===== src/rtl/muldiv_pkg.sv =====
// Shared constants for the multiply/divide sequencer: op codes, FSM state encoding,
// datapath step modes and the iteration-counter width helper.
package muldiv_pkg;

    localparam logic [2:0] OP_SDIV  = 3'b011;
    localparam logic [2:0] OP_DIV   = 3'b100;
    localparam logic [2:0] OP_SMULL = 3'b101;
    localparam logic [2:0] OP_UMULL = 3'b110;
    localparam logic [2:0] OP_MUL   = 3'b111;

    localparam logic [2:0] S_IDLE = 3'd0;
    localparam logic [2:0] S_PREP = 3'd1;
    localparam logic [2:0] S_ITER = 3'd2;
    localparam logic [2:0] S_FIX  = 3'd3;
    localparam logic [2:0] S_DONE = 3'd4;

    typedef enum logic {
        ModeMul,
        ModeDiv
    } step_mode_e;

    function automatic int unsigned cnt_width(input int unsigned width);
        return (width > 1) ? $clog2(width) : 1;
    endfunction

endpackage


===== src/rtl/muldiv_step.sv =====
// One radix-2 iteration: shift/add for multiply, shift/restoring-subtract for divide.
// Accumulator holds {partial product, multiplier} or {remainder, quotient}.
module muldiv_step
    import muldiv_pkg::*;
#(
    parameter int unsigned WIDTH = 32
) (
    input  logic [2*WIDTH-1:0] acc,
    input  logic [WIDTH-1:0]   operand,
    input  step_mode_e         mode,
    output logic [2*WIDTH-1:0] acc_next
);

    logic [WIDTH:0]   sum;
    logic [WIDTH:0]   shifted_rem;
    logic [WIDTH-1:0] diff;

    always_comb begin
        sum         = {1'b0, acc[2*WIDTH-1:WIDTH]} + {1'b0, operand};
        // Extra top bit keeps the shifted remainder exact before the compare.
        shifted_rem = {acc[2*WIDTH-1:WIDTH], acc[WIDTH-1]};
        diff        = shifted_rem[WIDTH-1:0] - operand;
        acc_next    = '0;
        if (mode == ModeDiv) begin
            if (shifted_rem >= {1'b0, operand}) begin
                acc_next = {diff, acc[WIDTH-2:0], 1'b1};
            end else begin
                acc_next = {shifted_rem[WIDTH-1:0], acc[WIDTH-2:0], 1'b0};
            end
        end else if (acc[0]) begin
            acc_next = {sum, acc[WIDTH-1:1]};
        end else begin
            acc_next = {1'b0, acc[2*WIDTH-1:1]};
        end
    end

endmodule


===== src/rtl/muldiv_seq.sv =====
// Iterative multiply/divide sequencer (MUL, UMULL, SMULL, DIV) over one radix-2 datapath.
// Define MULDIV_SIGNED_DIV_EN to add SDIV on op 3'b011.
module muldiv_seq
    import muldiv_pkg::*;
#(
    parameter int unsigned WIDTH = 32
) (
    input  logic             clk,
    input  logic             reset,
    input  logic             start,
    input  logic [2:0]       op,
    input  logic [WIDTH-1:0] a,
    input  logic [WIDTH-1:0] b,
    output logic             busy,
    output logic             done,
    output logic [WIDTH-1:0] res_lo,
    output logic [WIDTH-1:0] res_hi,
    output logic             div_by_zero
);

    localparam int unsigned CW = cnt_width(WIDTH);

    logic [2:0]         state_q, state_d;
    logic [2:0]         op_q;
    logic [WIDTH-1:0]   a_q, b_q, opnd_q;
    logic [WIDTH-1:0]   a_mag, b_mag;
    logic [WIDTH-1:0]   res_lo_q, res_hi_q;
    logic [2*WIDTH-1:0] acc_q, acc_next;
    logic [CW-1:0]      cnt_q;
    logic               neg_q, dbz_pend_q, dbz_q;
    logic               legal, div_op;
    step_mode_e         mode;
`ifdef MULDIV_SIGNED_DIV_EN
    logic               rem_neg_q;
`endif

    always_comb begin
        legal = (op == OP_DIV) || (op == OP_SMULL) || (op == OP_UMULL) || (op == OP_MUL);
`ifdef MULDIV_SIGNED_DIV_EN
        legal  = legal || (op == OP_SDIV);
        div_op = (op_q == OP_DIV) || (op_q == OP_SDIV);
`else
        div_op = (op_q == OP_DIV);
`endif
        mode  = div_op ? ModeDiv : ModeMul;
        a_mag = a_q[WIDTH-1] ? -a_q : a_q;
        b_mag = b_q[WIDTH-1] ? -b_q : b_q;
    end

    always_comb begin
        state_d = state_q;
        case (state_q)
            S_IDLE:  if (start && legal) state_d = S_PREP;
            S_PREP:  state_d = S_ITER;
            S_ITER:  if (cnt_q == '0) state_d = S_FIX;
            S_FIX:   state_d = S_DONE;
            S_DONE:  state_d = S_IDLE;
            default: state_d = S_IDLE;
        endcase
    end

    muldiv_step #(
        .WIDTH(WIDTH)
    ) u_step (
        .acc     (acc_q),
        .operand (opnd_q),
        .mode    (mode),
        .acc_next(acc_next)
    );

    always_ff @(posedge clk) begin
        if (reset) begin
            state_q    <= S_IDLE;
            op_q       <= '0;
            a_q        <= '0;
            b_q        <= '0;
            opnd_q     <= '0;
            acc_q      <= '0;
            cnt_q      <= '0;
            neg_q      <= 1'b0;
            dbz_pend_q <= 1'b0;
            dbz_q      <= 1'b0;
            res_lo_q   <= '0;
            res_hi_q   <= '0;
`ifdef MULDIV_SIGNED_DIV_EN
            rem_neg_q  <= 1'b0;
`endif
        end else begin
            state_q <= state_d;
            case (state_q)
                S_IDLE: begin
                    if (start && legal) begin
                        op_q  <= op;
                        a_q   <= a;
                        b_q   <= b;
                        dbz_q <= 1'b0;
                    end
                end
                S_PREP: begin
                    cnt_q      <= CW'(WIDTH - 1);
                    neg_q      <= 1'b0;
                    dbz_pend_q <= 1'b0;
`ifdef MULDIV_SIGNED_DIV_EN
                    rem_neg_q  <= 1'b0;
`endif
                    case (op_q)
                        OP_SMULL: begin
                            opnd_q <= a_mag;
                            acc_q  <= {{WIDTH{1'b0}}, b_mag};
                            neg_q  <= a_q[WIDTH-1] ^ b_q[WIDTH-1];
                        end
                        OP_DIV: begin
                            opnd_q     <= b_q;
                            acc_q      <= {{WIDTH{1'b0}}, a_q};
                            dbz_pend_q <= (b_q == '0);
                        end
`ifdef MULDIV_SIGNED_DIV_EN
                        OP_SDIV: begin
                            opnd_q     <= b_mag;
                            acc_q      <= {{WIDTH{1'b0}}, a_mag};
                            neg_q      <= a_q[WIDTH-1] ^ b_q[WIDTH-1];
                            rem_neg_q  <= a_q[WIDTH-1];
                            dbz_pend_q <= (b_q == '0);
                        end
`endif
                        default: begin
                            opnd_q <= a_q;
                            acc_q  <= {{WIDTH{1'b0}}, b_q};
                        end
                    endcase
                end
                S_ITER: begin
                    acc_q <= acc_next;
                    cnt_q <= cnt_q - CW'(1);
                end
                S_FIX: begin
                    if (dbz_pend_q) begin
                        // Divide by zero reports all-ones quotient and the original dividend.
                        res_lo_q <= '1;
                        res_hi_q <= a_q;
                        dbz_q    <= 1'b1;
                    end else begin
                        case (op_q)
                            OP_SMULL: {res_hi_q, res_lo_q} <= neg_q ? -acc_q : acc_q;
                            OP_MUL: begin
                                res_lo_q <= acc_q[WIDTH-1:0];
                                res_hi_q <= '0;
                            end
`ifdef MULDIV_SIGNED_DIV_EN
                            OP_SDIV: begin
                                res_lo_q <= neg_q ? -acc_q[WIDTH-1:0] : acc_q[WIDTH-1:0];
                                res_hi_q <= rem_neg_q ? -acc_q[2*WIDTH-1:WIDTH]
                                                      : acc_q[2*WIDTH-1:WIDTH];
                            end
`endif
                            default: {res_hi_q, res_lo_q} <= acc_q;
                        endcase
                    end
                end
                default: ;
            endcase
        end
    end

    assign busy        = (state_q != S_IDLE);
    assign done        = (state_q == S_DONE);
    assign res_lo      = res_lo_q;
    assign res_hi      = res_hi_q;
    assign div_by_zero = dbz_q;

endmodule


===== config.mk =====
export PLATFORM = sky130hd
export DESIGN_NAME = muldiv_seq
export DESIGN_NICKNAME = d
export VERILOG_FILES = /design/src/rtl/muldiv_pkg.sv /design/src/rtl/muldiv_step.sv /design/src/rtl/muldiv_seq.sv
export SDC_FILE = /design/constraint.sdc
export NUM_CORES = 1
export LEC_CHECK = 0
export CORE_MARGIN = 1
export CORE_UTILIZATION = 31
export CTS_BUF_LIST = sky130_fd_sc_hd__clkbuf_16
export DETAILED_ROUTE_END_ITERATION = 12
export SYNTH_ARGS = -nofsm -noshare
export SYNTH_HDL_FRONTEND = slang
export SYNTH_SLANG_ARGS = --single-unit

===== constraint.sdc =====
create_clock -name clk -period 3.3 [get_ports clk]
set_input_delay 0.495 -clock clk [delete_from_list [all_inputs] [get_ports clk]]
set_output_delay 0.495 -clock clk [all_outputs]
set_load 0.02 [all_outputs]

==> results of run 1 <==
-- stage by stage --
step           setup WS, ns  TNS [ns]  area, sq um
2_1_floorplan      0.003468         0        17100
5_1_grt            -0.07183   -0.4673        22810
3_3_place_gp        -0.2851    -2.742        21090
6_report           -0.01043  -0.01043        22810
4_1_cts            0.007008         0        22340
3_5_place_dp        -0.2734    -4.472        21090
-- state kept, by name (all words and copies together) (netlist names) --
signal       flops
neg_q            1
res_lo          32
a_q             32
op_q             3
cnt_q            5
opnd_q          32
div_by_zero      1
dbz_pend_q       1
acc_q           64
b_q             32
res_hi          32
state_q          3
-- metal layers --
layer | up-vias | part of all wire, % | GRT usage, %
met5 | - | 0.037 | 0
met4 | 4 | 4.0 | 9.780
met3 | 152 | 9.0 | 4.966
met2 | 940 | 41 | 38.65
met1 | 9444 | 46 | 39.43
li1 | 9287 | - | -
-- cells in the final DEF (no fill, tap or decap), types with 26 or more instances in the layout --
master / synthesis / final
nand2_1: 378 / 375
buf_4: 0 / 327
a21oi_1: 273 / 267
dfxtp_1: 238 / 229
nor2_1: 162 / 158
o21ai_0: 161 / 145
clkdlybuf4s50_1: 0 / 135
a211oi_1: 92 / 88
nor3_1: 80 / 79
inv_1: 60 / 61
ha_1: 69 / 59
nand3_1: 56 / 56
xnor2_1: 54 / 54
xor2_1: 37 / 37
o31ai_1: 37 / 35
clkbuf_16: 0 / 30
a221oi_1: 38 / 29
mux2i_1: 27 / 26
-- layout make-up --
class | count | area [sq um]
fill | 5503 | 31320
sequential | 238 | 4778
inverter | 62 | 232.7
tap | 696 | 870.8
clock inverter | 24 | 300.3
clock buffer | 29 | 725.7
multi-input combinational | 1876 | 11850
timing repair buffer | 476 | 4056
-- synth_stat cells (16+ instances only) --
cell type	number	area share, %
nor2b_1	21	0.77
inv_1	60	1.3
mux2i_1	27	1.6
nand2b_1	17	0.62
xnor2_1	54	2.8
ha_1	69	5.0
a311oi_1	23	1.2
o41ai_1	20	1.0
clkbuf_1	181	4.0
nor2_1	162	3.6
a21oi_1	273	8.0
nand3_1	56	1.6
nand2_1	378	8.3
o21ai_0	161	4.7
dfxtp_1	238	28
or3_1	30	1.1
o31ai_1	37	1.6
nor3_1	80	2.3
a21o_1	25	1.1
o211ai_1	18	0.79
a211oi_1	92	4.0
nor4_1	18	0.66
buf_1	16	0.35
a221oi_1	38	1.9
and2_1	17	0.62
and3_1	22	0.80
xor2_1	37	1.9
-- power by group --
group	total [mW]	internal (mW)	switching, mW
Combinational	3.55	1.52	2.03
Sequential	3.20	3.02	0.176
Clock	3.52	2.08	1.44
Total	10.3	6.63	3.65
-- what timing repair did --
item,in CTS,in global routing
pin swaps,13,39
gates cloned,0,1
setup buffers,5,16
endpoints found under the setup margin,49,52
resized for setup,37,75
-- path summary, 6_finish.rpt --
path                          startpoint                     end  slack [ns]  cells past startpoint
hold reg to reg   res_hi[7]$_SDFFE_PP0P_  res_hi[7]$_SDFFE_PP0P_        0.45                      2
setup reg to reg  acc_q[43]$_SDFFE_PP0N_  acc_q[58]$_SDFFE_PP0N_       -0.01                     12
setup / recovery  acc_q[43]$_SDFFE_PP0N_  acc_q[58]$_SDFFE_PP0N_       -0.01                     12
hold / removal                     b[26]    b_q[26]$_SDFFE_PP0P_        0.45                      3
-- tightest hold or removal path, stage by stage --
cell and delay [ns]:
clkdlybuf4s50_1 0.39, nand2_1 0.05, a21oi_1 0.05
-- cell families after synthesis --
group                      synth area share (%)
xor gates and xnor gates                  4.660
and+or+nand+nor                           23.26
muxes                                     2.305
DFF                                       27.86
adders and majority gates                 5.282
buffers and inverters                     5.963
AOI/OAI and AO/OA                         30.67
==> metrics.txt, run 1 <==
clk_lat worst skew approximately 0.59 ns; syn_nets around 2500; Leakage 8.717 nW; drt wl/cell 22.92 um; total track usage 26.89%; share of cells above drive strength 1 19.08%; Post-synth ARST share 0%; final setup violation count 1; Critical Path End Type flip-flop; root buf cell clkbuf_16; GRT Residual Overflow 0; total power just over 10 mW; largest net degree at the start of global routing 170; delay-heaviest family, CP compound AO/OA/AOI/OAI gates; hold buffers post-CTS 0; CP Launch Type flip-flop; CP required 3.77 ns; total CTS buffers 29; cells after synthesis 2380; clock sinks 238; Worst-Margin Slew 1.069 ns; fin crit share 100.3%; post-synth design cell area 17100 sq um; CP cell instances ha_1, a21o_1, a221o_1, a21oi_1, o21ai_1, a21oi_2, o21ai_0, buf_4, a21boi_0, xor2_1, nand3_1, a32o_1; Fin. Hold Viols 0; violated checks setup timing; Starting DRT DRC Count 2291; status finished with violations; global-route wire length before repair roughly 120000 um; Yosys reg bits 238; Area Growth Syn to Fin 33.38%; headroom to the max-slew limit 28.70%; vias in the first global route 18210; synth warn 0; Reg clk slew, reported paths ~0.07 ns; detailed placement HPWL 58940 um; IO Count 137; Synth Flop Type dfxtp_1; First-pass DRT Iterations 5; GPL Wtd Cong between 0.9 and 1; Worst Path Buf+Inv 1; PD cells 450.5 nW/um^2; Hold WC Path Type input pin to flip-flop; Worst path max stage delay roughly 0.45 ns; slowest CP cell dfxtp_1; Core ar. 54130 sq um; critical path peak fanout 5; Die W 236.9 um; Worst EP arrival 3.78 ns; vias per cell 5.830; Max Clock Skew roughly 0.015 ns; deepest level of the CTS H-tree 1; max_cap viols 0; total number of vias 19830; Final Core Density 42.14%; final wirelength ~80000 um; die area 56110 sq um; synthesized area per cell 7.185 sq um; Post-synth EDFFs 0; critical path class flip-flop to flip-flop; effective utilization at floorplan 31.59%; final count of pins violating max slew 0; Netlist cell types 82; Rows between 80 and 90; Nets about 2800; Post-Place Cells 3326; PortBufs 136; final hold slack 0.4492 ns; Tmin final between 3 and 4 ns; Worst VDD drop 0.3679 mV; Final Worst Setup Slack -0.01043 ns; antenna violations before repair 5; n_diodes 0; CTS Buffer Depth 3; Die H 236.9 um; CTS tree yes; Finished Layout Cells 3401; fmax approximately 0.30 GHz; RSZ-0062 raised after global routing yes; Seq/Total Area, Yosys 27.86%; antenna-violating nets left 0; # DRC 0
Note: power is estimated with default switching activity, not from simulation.
==> inputs of run 2 (changes only) <==
- CAP_MARGIN: default -> 20
==> results of run 2 <==
The final DEF is identical to that of run 1; final timing and power are the same.
